### src/rtl/codec_i2c_pkg.sv
// codec_i2c_pkg: shared state encoding, reset-register address and default device address
//   Holds the responder state enum, RESET_REG, DEF_DEV_ADDR and a 3-input majority helper.
package codec_i2c_pkg;
    typedef enum logic [2:0] {IDLE, ADDR, ACK_A, BYTE1, ACK_1, BYTE2, ACK_2, WAIT_STOP} state_e;
    localparam logic [6:0] RESET_REG    = 7'h0F;
    localparam logic [6:0] DEF_DEV_ADDR = 7'h1A;
    function automatic logic maj3(input logic a, input logic b, input logic c);
        return (a & b) | (a & c) | (b & c);
    endfunction
endpackage

### src/rtl/i2c_line_sync.sv
// i2c_line_sync: synchronises SCL/SDA and detects SCL edges, START and STOP
//   i_clk, i_rst_n : system clock, async active-low reset
//   i_scl, i_sda   : raw bus lines
//   o_sda          : synchronised (optionally filtered) SDA level
//   o_scl_rise/o_scl_fall/o_start/o_stop : one-cycle event pulses
//   Optional 3-sample majority filter enabled by defining I2C_RESP_GLITCH_FILTER_EN.
module i2c_line_sync
    import codec_i2c_pkg::*;
(
    input  logic i_clk,
    input  logic i_rst_n,
    input  logic i_scl,
    input  logic i_sda,
    output logic o_sda,
    output logic o_scl_rise,
    output logic o_scl_fall,
    output logic o_start,
    output logic o_stop
);
    logic [1:0] scl_sync_q, sda_sync_q;
    logic       scl_prev_q, sda_prev_q;
    logic       scl_w, sda_w;

    always_ff @(posedge i_clk or negedge i_rst_n) begin
        if (!i_rst_n) begin
            scl_sync_q <= 2'b11;
            sda_sync_q <= 2'b11;
            scl_prev_q <= 1'b1;
            sda_prev_q <= 1'b1;
        end else begin
            scl_sync_q <= {scl_sync_q[0], i_scl};
            sda_sync_q <= {sda_sync_q[0], i_sda};
            scl_prev_q <= scl_w;
            sda_prev_q <= sda_w;
        end
    end

`ifdef I2C_RESP_GLITCH_FILTER_EN
    logic [1:0] scl_hist_q, sda_hist_q;
    logic       scl_filt_q, sda_filt_q;

    always_ff @(posedge i_clk or negedge i_rst_n) begin
        if (!i_rst_n) begin
            scl_hist_q <= 2'b11;
            sda_hist_q <= 2'b11;
            scl_filt_q <= 1'b1;
            sda_filt_q <= 1'b1;
        end else begin
            scl_hist_q <= {scl_hist_q[0], scl_sync_q[1]};
            sda_hist_q <= {sda_hist_q[0], sda_sync_q[1]};
            scl_filt_q <= maj3(scl_sync_q[1], scl_hist_q[0], scl_hist_q[1]);
            sda_filt_q <= maj3(sda_sync_q[1], sda_hist_q[0], sda_hist_q[1]);
        end
    end

    assign scl_w = scl_filt_q;
    assign sda_w = sda_filt_q;
`else
    assign scl_w = scl_sync_q[1];
    assign sda_w = sda_sync_q[1];
`endif

    assign o_sda      = sda_w;
    assign o_scl_rise = scl_w & ~scl_prev_q;
    assign o_scl_fall = ~scl_w & scl_prev_q;
    // SCL must be high both before and after the SDA transition.
    assign o_start    = scl_w & scl_prev_q & sda_prev_q & ~sda_w;
    assign o_stop     = scl_w & scl_prev_q & ~sda_prev_q & sda_w;
endmodule

### src/rtl/i2c_codec_responder.sv
// i2c_codec_responder: write-only I2C responder driving a 9-bit codec-style register file
//   i_clk, i_rst_n        : system clock, async active-low reset
//   i_scl, i_sda          : I2C bus lines; o_sda_oe pulls SDA low when 1
//   o_wr_valid/addr/data  : commit pulse and last committed address/data
//   o_err                 : pulse on an acknowledged write to an unimplemented register
//   i_rd_addr, o_rd_data  : combinational register read port
//   o_busy                : high while a transaction is in progress
//   Define I2C_RESP_GLITCH_FILTER_EN to add a majority glitch filter on the bus lines.
module i2c_codec_responder
    import codec_i2c_pkg::*;
#(
    parameter logic [6:0] DEV_ADDR = DEF_DEV_ADDR,
    parameter int         NREG     = 10
) (
    input  logic       i_clk,
    input  logic       i_rst_n,
    input  logic       i_scl,
    input  logic       i_sda,
    output logic       o_sda_oe,
    output logic       o_wr_valid,
    output logic [6:0] o_wr_addr,
    output logic [8:0] o_wr_data,
    output logic       o_err,
    input  logic [3:0] i_rd_addr,
    output logic [8:0] o_rd_data,
    output logic       o_busy
);
    state_e     state_q, state_d;
    logic [2:0] cnt_q, cnt_d;
    logic [6:0] shift_q, shift_d;
    logic [7:0] byte1_q, byte1_d;
    logic       oe_q, oe_d;
    logic       wr_valid_q, err_q;
    logic [6:0] wr_addr_q;
    logic [8:0] wr_data_q;
    logic [8:0] regs_q [NREG];
    logic       sda, scl_rise, scl_fall, start, stop;
    logic       commit, is_rst, in_range;
    logic [7:0] rx_byte;
    logic [6:0] reg_addr;

    i2c_line_sync u_sync (
        .i_clk      (i_clk),
        .i_rst_n    (i_rst_n),
        .i_scl      (i_scl),
        .i_sda      (i_sda),
        .o_sda      (sda),
        .o_scl_rise (scl_rise),
        .o_scl_fall (scl_fall),
        .o_start    (start),
        .o_stop     (stop)
    );

    assign rx_byte  = {shift_q, sda};
    assign reg_addr = byte1_q[7:1];
    assign is_rst   = reg_addr == RESET_REG;
    assign in_range = int'(reg_addr) < NREG;

    always_comb begin
        state_d = state_q;
        cnt_d   = cnt_q;
        shift_d = shift_q;
        byte1_d = byte1_q;
        oe_d    = oe_q;
        commit  = 1'b0;
        if (start) begin
            state_d = ADDR;
            cnt_d   = 3'd0;
            oe_d    = 1'b0;
        end else if (stop) begin
            state_d = IDLE;
            oe_d    = 1'b0;
        end else if (scl_rise && (state_q == ADDR || state_q == BYTE1 || state_q == BYTE2)) begin
            shift_d = rx_byte[6:0];
            cnt_d   = cnt_q + 3'd1;
            if (cnt_q == 3'd7) begin
                state_d = state_q == ADDR  ? (rx_byte == {DEV_ADDR, 1'b0} ? ACK_A : WAIT_STOP) :
                          state_q == BYTE1 ? ACK_1 : ACK_2;
                byte1_d = state_q == BYTE1 ? rx_byte : byte1_q;
                commit  = state_q == BYTE2;
            end
        end else if (scl_fall && (state_q == ACK_A || state_q == ACK_1 || state_q == ACK_2)) begin
            // First fall after the 8th bit grabs SDA, the next one releases it and moves on.
            oe_d = ~oe_q;
            if (oe_q)
                state_d = state_q == ACK_A ? BYTE1 : state_q == ACK_1 ? BYTE2 : WAIT_STOP;
        end
    end

    always_ff @(posedge i_clk or negedge i_rst_n) begin
        if (!i_rst_n) begin
            state_q    <= IDLE;
            cnt_q      <= 3'd0;
            shift_q    <= 7'd0;
            byte1_q    <= 8'd0;
            oe_q       <= 1'b0;
            wr_valid_q <= 1'b0;
            err_q      <= 1'b0;
            wr_addr_q  <= 7'd0;
            wr_data_q  <= 9'd0;
            for (int i = 0; i < NREG; i++) regs_q[i] <= 9'd0;
        end else begin
            state_q    <= state_d;
            cnt_q      <= cnt_d;
            shift_q    <= shift_d;
            byte1_q    <= byte1_d;
            oe_q       <= oe_d;
            wr_valid_q <= commit & (is_rst | in_range);
            err_q      <= commit & ~is_rst & ~in_range;
            if (commit && (is_rst || in_range)) begin
                wr_addr_q <= reg_addr;
                wr_data_q <= {byte1_q[0], rx_byte};
            end
            for (int i = 0; i < NREG; i++)
                if (commit && is_rst)
                    regs_q[i] <= 9'd0;
                else if (commit && int'(reg_addr) == i)
                    regs_q[i] <= {byte1_q[0], rx_byte};
        end
    end

    always_comb begin
        o_rd_data = 9'd0;
        for (int i = 0; i < NREG; i++)
            if (int'(i_rd_addr) == i) o_rd_data = regs_q[i];
    end

    assign o_sda_oe   = oe_q;
    assign o_wr_valid = wr_valid_q;
    assign o_wr_addr  = wr_addr_q;
    assign o_wr_data  = wr_data_q;
    assign o_err      = err_q;
    assign o_busy     = state_q != IDLE;
endmodule

### config.mk
export PLATFORM = sky130hd
export DESIGN_NAME = i2c_codec_responder
export DESIGN_NICKNAME = d
export VERILOG_FILES = /design/src/rtl/codec_i2c_pkg.sv /design/src/rtl/i2c_line_sync.sv /design/src/rtl/i2c_codec_responder.sv
export SDC_FILE = /design/constraint.sdc
export NUM_CORES = 1
export LEC_CHECK = 0
export ABC_AREA = 0
export ABC_CLOCK_PERIOD_IN_PS = 3050
export CAP_MARGIN = 20
export CORE_AREA = 2 2 133 135
export CTS_CLUSTER_SIZE = 14
export DETAILED_ROUTE_END_ITERATION = 12
export DIE_AREA = 0 0 135 137
export SETUP_SLACK_MARGIN = 0.3
export SLEW_MARGIN = 20
export SYNTH_ARGS = -nofsm -noshare
export SYNTH_HDL_FRONTEND = slang
export SYNTH_SLANG_ARGS = --single-unit
### constraint.sdc
create_clock -name i_clk -period 3.05 [get_ports i_clk]
set_input_delay 0.7625 -clock i_clk [delete_from_list [all_inputs] [get_ports i_clk]]
set_output_delay 0.7625 -clock i_clk [all_outputs]
set_load 0.02 [all_outputs]
# Word level (Yosys, flattened, before mapping)
# Index checks and enable logic that the tools add are counted.
dict set report word_totals {
  reg_bits 136
  input_bits 8
  out_inout_bits 29
  word_cells 168
}
dict set report op_classes {
  addsub 1
  magnitude_cmp 1
  eq_ne 30
  mux 52
  bitwise_logic 20
  reduce_logical 41
}
# operator n
set ops {}
lappend ops {{9-bit two-way mux} 30}
lappend ops {{3-bit two-way mux} 12}
lappend ops {{7-bit by 4-bit equality test with 1-bit output, second input constant} 5}
lappend ops {{4-bit equality test, second input constant} 6}
lappend ops {{2-bit nonzero test} 11}
lappend ops {{7-bit by 3-bit equality test with 1-bit output, second input constant} 2}
lappend ops {{7-bit by 5-bit equality test with 1-bit output, second input constant} 2}
lappend ops {{1-bit logical AND} 14}
lappend ops {{3-bit equality test, second input constant} 4}
lappend ops {{1-bit bitwise AND} 10}
lappend ops {{1-bit inverter} 9}
lappend ops {{4-bit by 3-bit equality test with 1-bit output, second input constant} 2}
lappend ops {{8-bit by 6-bit equality test with 1-bit output, second input constant} 1}
lappend ops {{1-bit two-way mux} 8}
lappend ops {{4-bit nonzero test} 2}
lappend ops {{7-bit by 2-bit equality test with 1-bit output, second input constant} 1}
lappend ops {{7-bit zero test} 1}
lappend ops {{7-bit by 4-bit less-than comparator with 1-bit output, second input constant} 1}
lappend ops {{3-bit by 2-bit equality test with 1-bit output, second input constant} 2}
lappend ops {{3-bit AND reduction} 2}
lappend ops {{3-bit nonzero test} 2}
lappend ops {{1-bit logical OR} 5}
lappend ops {{5-bit AND reduction} 1}
lappend ops {{4-bit by 2-bit equality test with 1-bit output, second input constant} 1}
lappend ops {{9 further kinds} 11}

# Longest topological paths before layout
# Gate-level depths: netlist of the first run.
dict set report logic_depth {
  ltp_word 11
  ltp_mapped 8
  ltp_nobuf 6
}

# Hierarchy
# Synthesis of the first run repeated with hierarchy kept, for this count alone.
dict set report unflattened {
  hier_cells 652
  hier_area_um2 6696.4
}
# module n_inst cells_each area_each_um2 seq_area_each_um2
set modules_own_cells {}
lappend modules_own_cells {i2c_codec_responder 1 642 6506.2 3253.1}
lappend modules_own_cells {i2c_line_sync 1 10 190.2 157.7}

# Worst setup path before layout of the first run
# Ideal clock, no wire load.
dict set report synth_timing {
  path_type {input to output}
  start {input port i_rd_addr[3]}
  end {output port o_rd_data[0]}
  arrival_time_ns 2.186
  required_time_ns 2.288
  setup_slack_ns 0.101
  cell_stages 5
  path_buffers 1
  cell_sequence {clkbuf_1 or3b_2 nor2_1 a22oi_1 o21ai_0}
}
dict set report synth_via {
  elab_chain_cells 11
  elab_cells_between_ends 20
  classes_between {9 x eq/ne; 10 x mux; 1 x reduce/logical}
}
# element line_no
set synth_lines {}
lappend synth_lines {{from (decl)} i2c_codec_responder.sv:24} ;# input logic [3:0] i_rd_addr,
lappend synth_lines {{4-bit zero test} i2c_codec_responder.sv:125} ;# if (int'(i_rd_addr) == i) o_rd_data = regs_q[i];
lappend synth_lines {{9-bit two-way mux (9 in series)} i2c_codec_responder.sv:125}
lappend synth_lines {{9-bit two-way mux *} i2c_codec_responder.sv:125}
lappend synth_lines {{to (decl)} i2c_codec_responder.sv:25} ;# output logic [8:0] o_rd_data,
# Every way passes the cells marked *; elsewhere a longest branch is shown, timed or not.

# Worst setup path after layout of the first run
dict set report layout_timing {
  start {input port i_rd_addr[1]}
  end {output port o_rd_data[4]}
}
# Same word-level chain as after synthesis.

==> flow_summary.toml, run 1 <==
[setup_path]
path_cells = "buf_12, or3b_4, buf_4, o22ai_1, a21o_1, a21oi_2, buf_4"
critPathSlowestCell = "or3b_4"
max_stage_delay_ns = 0.42
critPathLaunchType = "primary input"
arrival_ns = 1.97
rrSetupSlack_ns = 0.64
endpoint_kind = "output pin"
critPathRequiredTime_ns = 2.29
cpMostUsedCell = "buf_4"
timing.rr.end = "regs_q[80]"
reg2reg_from = "cnt_q[0]"
path_class = "primary input to output pin"
ff2ff_path_depth = 6
cp_max_fo = 6

[clock_tree]
clk_pin_slew_ns = 0.06
cts-root-buf = "clkbuf_16"
clock_sinks = 136
cts_tree = "yes"
cts_buffers = 17
postCtsHoldBufs = 0
cts_buffer_depth = 2
htreeDepth = 4
clkLatencyLatePin_ns = 0.42

[synth]
synth_cell_types = 73
synthTopCellsByArea = "dfrtp_1, mux2_2, mux2i_1, a31oi_4, dfstp_2"
yosys-top-cells-count = "dfrtp_1, mux2_2, mux2i_1"
yosysWarnings = 0
syn-instance-count = 541
async_flop_share_pct = 100
syn_avg_cell_area_um2 = 12.3
syn_area_mm2 = 0.00668
yosys.cell_count.top_type = "dfrtp_1"
synth-edff-count = 0
ys.flop_type = "dfrtp_1"
syn_nets = 551
yosysTopAreaCell = "dfrtp_1"
seq_area_frac_synth_pct = 51.1
ys_ff_latch = 136
synth_top_area_share_pct = 48.7

[global_routing]
grt_usage_pct = 18.5
grt_pass1_wl_um = 25900
antenna_found_initial = 0
grt-ovfl-total = 0
grt_pass1_vias = 4700
grt_max_degree = 58

[power]
powerDensity_mw_per_mm2 = 581
totalPowerFinal_uw = 4790
p_leak_uw = 0.00383
ir_drop_uv = 399

[timing]
hold_viol = 0
slew_headroom_pct = 50.4
period_share_pct = 89.6
drv_slew = 0
finalClockSkew_ns = 0.0103
post-route-min-period_ns = 2.73
finalSetupViolCount = 0
worstMarginPinSlew_ns = 0.740
rsz0062_at_grt = "true"
max_freq_ghz = 0.366

[floorplan]
dieWidth_um = 135
rows = 48
core_mm2 = 0.0171
dieHeight_um = 137
start_util_pct = 39.2
die_area_mm2 = 0.0185
io_pins = 37

[drt]
via_per_inst = 5.38
post_drt_wl_per_cell_um = 19.3
first_pass_iters = 5
drtIter0Drc = 225
finalWirelength_um = 16100
dr_total_vias = 4483
drc_errors = 0
detail-route-antenna-nets = 0

[final_layout]
fin_util_pct = 48.3
instances_no_fill = 834
n_antenna_cell = 0
layout.nets = 606
drive_above_1_share_pct = 40.1
synthToLayoutAreaGrowth_pct = 23.4
design_area_mm2 = 0.00824

[placed_design]
place_area_mm2 = 0.00740
place.gp.congestion = 0.833
dp.cells = 799
io_buffers = 36
hpwlAfterDp_um = 11000

[flow_run]
maxCapViolations = 0

[run_status]
status = "finished, final reports clean"

[worst_hold_path]
min_path_type = "primary input to async pin"
layer usage:
| metal | wire (um) | part of all wire (%) | GRT usage, % | vias to the layer above |
|---|---|---|---|---|
| li1 | - | - | - | 2085 |
| met1 | 7840 | 49 | 25.5 | 2290 |
| met2 | 7490 | 47 | 29.0 | 95 |
| met3 | 548 | 3.4 | 4.26 | 13 |
| met4 | 198 | 1.2 | 5.96 | 0 |
| met5 | 0 | 0 | 0 | - |
cell usage in the layout, fill, tap and decap left out, types with 4 or more instances in the layout:
cell             count
clkdlybuf4s50_1     22
buf_6               10
o22ai_1              6
inv_1               16
a31oi_4              8
mux2_1               6
buf_4               33
nor3_1               5
nand2_1             20
mux2i_1             25
o21ai_1              5
clkbuf_16           17
nand2b_1             5
mux2_2              97
o21ai_0             17
and3_2               4
nor2b_1              8
a22oi_1              4
clkinvlp_4           4
or3b_4               5
and2_1               4
nand3_1              7
o22ai_2              4
dfstp_2              6
a21oi_1             10
dfrtp_1            130
a21oi_2              5
o21ai_2              5
nor2_1              26
worst max path at each step:
stage                       startpoint            to  slack [ns]  cells past startpoint
after floorplan           i_rd_addr[3]  o_rd_data[0]        0.25                      5
after global placement    i_rd_addr[1]  o_rd_data[0]       -0.68                      6
after detailed placement  i_rd_addr[1]  o_rd_data[2]       -0.72                      7
after CTS                 i_rd_addr[1]  o_rd_data[2]        0.28                      7
after global routing      i_rd_addr[1]  o_rd_data[0]        0.29                      7
final                     i_rd_addr[1]  o_rd_data[4]        0.32                      7
flip-flops by register name, summed over array words and instances (netlist names):
signal and cells:
byte1_q 8, cnt_q 3, o_err 1, o_sda_oe 1, o_wr_addr 7, o_wr_data 9
o_wr_valid 1, regs_q 90, shift_q 7, state_q 3, u_sync.scl_prev_q 1, u_sync.scl_sync_q 2
u_sync.sda_prev_q 1, u_sync.sda_sync_q 2
metrics by stage:
stage	hold WS (ns)	TNS, ns	setup slack [ns]
2_1_floorplan	0.345	0	0.252
3_3_place_gp	0.349	-5.91	-0.684
3_5_place_dp	0.348	-6.22	-0.724
4_1_cts	0.312	0	0.284
5_1_grt	0.336	0	0.293
6_report	0.293	0	0.319
worst max-delay path, delay by kind of cell:
| kind | cells | cell delay (ns) |
|---|---|---|
| buffers and inverters | 3 | 0.44 |
| AND/OR/NAND/NOR | 1 | 0.42 |
| AO/OA/AOI/OAI | 3 | 0.34 |
report_power, final:
| group | switching [uW] | leakage (uW) | total [uW] | internal (uW) |
|---|---|---|---|---|
| registers | 139 | 0.00186 | 2030 | 1890 |
| clock network | 773 | 0.000285 | 2100 | 1330 |
| logic | 412 | 0.00168 | 656 | 244 |
| total | 1320 | 0.00383 | 4790 | 3470 |
kinds of logic (layout without fill, tap and decap cells):
family          count (synthesis)  after routing  share of synthesized area [%]
fa+ha+maj                       2              2                          0.375
compound gates                 98             98                           11.6
flops                         136            136                           51.1
simple gates                  118            118                           10.6
xor+xnor                        4              4                          0.525
mux                           133            133                           21.9
buf+inv                        50            118                           3.97
final cells by class:
class / count / area, um2
fill: 1523 / 8820
sequential: 136 / 3410
multi-input combinational: 355 / 3210
timing repair buffer: 70 / 671
clock buffer: 21 / 460
tap: 225 / 282
clock inverter: 11 / 148
inverter: 16 / 60.1
what timing repair did:
action,4_1_cts,5_1_grt
resized for setup,87,33
setup buffers,3,0
pin swaps,8,13
gates cloned,0,0
setup endpoints to repair,9,9
endpoints found under the hold margin,0,0
Power figures use the tool's default switching activity.
==> run 2, diff against run 1 <==
CORE_AREA = 2 2 101 176   (was 2 2 133 135)
DIE_AREA = 0 0 103 178   (was 0 0 135 137)
==> flow_summary.toml, run 2 (synthesized netlist as in run 1, its figures left out) <==
[run_status]
status = "finished, final reports clean"

[floorplan]
core_mm2 = 0.0169
dieWidth_um = 103
start_util_pct = 39.6
die_area_mm2 = 0.0183
io_pins = 37
rows = 63
dieHeight_um = 178

[clock_tree]
postCtsHoldBufs = 0
cts_tree = "yes"
clock_sinks = 136
cts-root-buf = "clkbuf_16"
htreeDepth = 4
clk_pin_slew_ns = 0.06
clkLatencyLatePin_ns = 0.42
cts_buffer_depth = 2
cts_buffers = 17

[timing]
slew_headroom_pct = 53.6
post-route-min-period_ns = 2.81
finalSetupViolCount = 0
drv_slew = 0
finalClockSkew_ns = 0.0125
period_share_pct = 92.0
timing.hold.ws_ns = 0.307
rsz0062_at_grt = "true"
max_freq_ghz = 0.356
worstMarginPinSlew_ns = 0.696
hold_viol = 0
setup_ws_ns = 0.245

[final_layout]
final.fill_count = 1529
synthToLayoutAreaGrowth_pct = 23.6
layout.nets = 608
drive_above_1_share_pct = 40.8
layout_commonest_cell = "dfrtp_1"
max_flop_register = "regs_q"
multiInputGateArea_mm2 = 0.00321
final-seq-area_mm2 = 0.00341
largest_register_ffs = 90
fin_util_pct = 48.9
layout_common_cells = "dfrtp_1, mux2_2, buf_4, mux2i_1, nor2_1"
design_area_mm2 = 0.00826
n_antenna_cell = 0

[power]
ir_drop_uv = 382
powerDensity_mw_per_mm2 = 563
p_int_uw = 3300
combPwrFrac_pct = 14.0
power_switching_share_pct = 28.9
pwr-share-seq_pct = 44.1
clkPwrFrac_pct = 41.8
p_leak_uw = 0.00385
p_switching_uw = 1350

[placed_design]
hpwlAfterDp_um = 11400
io_buffers = 36
place.gp.congestion = 0.891
place_area_mm2 = 0.00740
place_ws_ns = -0.746

[drt]
first_pass_iters = 4
finalWirelength_um = 16500
drc_errors = 0
detail-route-antenna-nets = 0
dr_total_vias = 4544
post_drt_wl_per_cell_um = 19.7
drtIter0Drc = 219
via_per_inst = 5.42

[setup_path]
arrival_ns = 2.04
critPathLaunchType = "primary input"
cp_max_fo = 4
path_class = "primary input to output pin"
critPathRequiredTime_ns = 2.29
endpoint_kind = "output pin"

[global_routing]
grt_max_degree = 58
antenna_found_initial = 0
grt-ovfl-total = 0
grt_pass1_vias = 4847
grt_pass1_wl_um = 26700
grt_usage_pct = 19.3

[flow_run]
maxCapViolations = 0

[worst_hold_path]
min_path_type = "primary input to async pin"
run 2: worst max-delay path: stages:
cell and delay [ns]:
buf_8 0.10, buf_6 0.11, or4bb_4 0.57, buf_6 0.17, o311ai_2 0.06, o21ai_1 0.10
buf_4 0.16
run 2: area by class of cell:
class / instances / area share [%]
clock buffers: 21 / 5.58
repair buffers: 72 / 8.81
inverters: 16 / 0.773
flip-flops and latches: 136 / 41.3
well taps: 227 / 3.44
multi-input cells: 355 / 38.9
clock inverters: 11 / 1.21
run 2: timing repair:
item                       4_1_cts  5_1_grt
pin swaps                       14        9
setup endpoints to repair        9        9
hold endpoints to repair         0        0
gates cloned                     1        1
setup buffers                    4        0
resized for setup              108       15
run 2: routing by layer:
metal	GRT usage, %	part of all wire (%)	routed length [um]
met1	22.6	40	6510
met2	33.3	54	8820
met5	0	0	0
met3	3.68	3.3	542
met4	9.70	3.6	592
run 2: worst paths after layout:
path | from | endpoint | slack [ns] | cells past startpoint
worst max register to register | cnt_q[0] | regs_q[74] | 0.65 | 6
worst min-delay path | i_rst_n | byte1_q[7] | 0.31 | 1
max in group asynchronous | i_rst_n | u_sync.sda_sync_q[0] | 1.99 | 2
worst max-delay path | i_rd_addr[3] | o_rd_data[0] | 0.24 | 7
worst min register to register | u_sync.sda_sync_q[0] | u_sync.sda_sync_q[1] | 0.35 | 0
min in group i_clk | u_sync.sda_sync_q[0] | u_sync.sda_sync_q[1] | 0.35 | 0
run 2: power groups by stage:
stage	Sequential, uW	Clock (uW)	Combinational [uW]
detailed placement	2090	0	612
CTS	2050	1990	643
global route	2060	2060	729
floorplan	2010	0	402
global placement	2070	0	598
finish	2050	1950	653
run 2: through the flow:
| stage | cells | TNS (ns) | power, uW |
|---|---|---|---|
| after floorplan | 541 | 0 | 2410 |
| after global placement | 800 | -6.11 | 2670 |
| after detailed placement | 800 | -6.41 | 2700 |
| after CTS | 837 | 0 | 4680 |
| after global routing | 838 | 0 | 4860 |
| final | 838 | 0 | 4650 |
==> run 3, diff against run 2 <==
ABC_CLOCK_PERIOD_IN_PS = 3200   (was 3050)
clock period = 3.2 ns   (was 3.05 ns; I/O delays follow)
==> flow_summary.toml, run 3 (synthesized netlist as in run 1, its figures left out) <==
[drt]
drtIter0Drc = 184
post_drt_wl_per_cell_um = 19.4
finalWirelength_um = 16400
detail-route-antenna-nets = 0
first_pass_iters = 5
via_per_inst = 5.43
drc_errors = 0
dr_total_vias = 4576

[clock_tree]
cts_buffer_depth = 2
cts_buffers = 17
clk_pin_slew_ns = 0.06
postCtsHoldBufs = 0
clkLatencyLatePin_ns = 0.42
htreeDepth = 4
cts_tree = "yes"
clock_sinks = 136
cts-root-buf = "clkbuf_16"

[final_layout]
final.fill_count = 1525
layout.nets = 613
max_flop_register = "regs_q"
synthToLayoutAreaGrowth_pct = 23.8
n_antenna_cell = 0
largest_register_ffs = 90
drive_above_1_share_pct = 40.3
layout_common_cells = "dfrtp_1, mux2_2, buf_4, nor2_1, mux2i_1"
layout_commonest_cell = "dfrtp_1"
fin_util_pct = 49.0
design_area_mm2 = 0.00827
instances_no_fill = 843

[setup_path]
critPathRequiredTime_ns = 2.40
arrival_ns = 2.11
cp_max_fo = 6
critPathLaunchType = "primary input"
path_class = "primary input to output pin"
endpoint_kind = "output pin"

[timing]
worstMarginPinSlew_ns = 0.704
max_freq_ghz = 0.344
drv_slew = 0
slew_headroom_pct = 52.9
post-route-min-period_ns = 2.91
rsz0062_at_grt = "true"
hold_viol = 0
setup_ws_ns = 0.293
finalClockSkew_ns = 0.00934
period_share_pct = 90.9
finalSetupViolCount = 0

[placed_design]
place.gp.congestion = 0.944
hpwlAfterDp_um = 11500
place_area_mm2 = 0.00740
io_buffers = 36
place_ws_ns = -0.656
dp.cells = 805

[floorplan]
start_util_pct = 39.6
core_mm2 = 0.0169
dieWidth_um = 103
io_pins = 37
die_area_mm2 = 0.0183
rows = 63
dieHeight_um = 178

[global_routing]
grt_pass1_wl_um = 26500
antenna_found_initial = 0
grt-ovfl-total = 0
grt_usage_pct = 18.9
grt_pass1_vias = 4850
grt_max_degree = 68

[power]
powerDensity_mw_per_mm2 = 552
ir_drop_uv = 352
p_leak_uw = 0.00386

[run_status]
status = "finished, final reports clean"

[worst_hold_path]
min_path_type = "register to register"

[flow_run]
maxCapViolations = 0
-- run 3: cell types whose count changed in the layout (fill, tap and decap cells not counted), sizes merged --
cell	before	now
clkinvlp	6	5
clkinv	5	4
clkbuf	23	19
bufinv	1	3
buf	48	54
inv	15	18
-- run 3: power breakdown --
part	total (uW)	switching [uW]	internal, uW
logic	611	376	235
clock network	2000	772	1230
registers	1950	143	1800
total	4560	1290	3270
-- run 3: what timing repair did --
| action | in CTS | in global routing |
|---|---|---|
| pin swaps | 9 | 9 |
| setup buffers | 3 | 3 |
| endpoints found under the setup margin | 9 | 9 |
| gates resized for setup | 95 | 28 |
-- run 3: worst paths after layout --
check                                      from              endpoint  slack (ns)  cells after the start
setup / recovery                   i_rd_addr[1]          o_rd_data[4]        0.29                      8
hold / removal             u_sync.sda_sync_q[0]  u_sync.sda_sync_q[1]        0.36                      0
setup reg to reg                       cnt_q[0]            regs_q[41]        0.72                      6
hold reg to reg            u_sync.sda_sync_q[0]  u_sync.sda_sync_q[1]        0.36                      0
max in group asynchronous               i_rst_n  u_sync.scl_sync_q[0]        2.07                      2
min in group asynchronous               i_rst_n            o_wr_valid        0.37                      1
-- run 3: critical path, cell delays in order --
cell and delay [ns]:
buf_8 0.11, buf_6 0.11, or3b_4 0.44, buf_6 0.15, nor3_2 0.17, a21o_1 0.13
a21oi_2 0.04, buf_4 0.16
-- run 3: routing by layer --
metal / track usage (%) / routed length [um] / up-vias
li1: - / - / 2091
met1: 22.4 / 6690 / 2334
met2: 32.8 / 8610 / 113
met3: 3.53 / 465 / 38
met4: 8.44 / 602 / 0
met5: 0 / 0 / -
-- run 3: stage by stage --
step	hold WS, ns	TNS [ns]	total power [uW]
detailed placement	0.347	-5.60	2560
global placement	0.346	-5.47	2540
floorplan	0.345	0	2290
finish	0.355	0	4560
CTS	0.355	0	4590
global route	0.362	0	4760
-- run 3: area by class of cell --
class	count	area, um2	share of cell area, %
timing repair buffer	77	723	8.74
clock buffer	18	429	5.19
sequential	136	3410	41.2
tap	227	284	3.43
clock inverter	14	174	2.10
multi-input combinational	355	3190	38.5
inverter	16	63.8	0.771
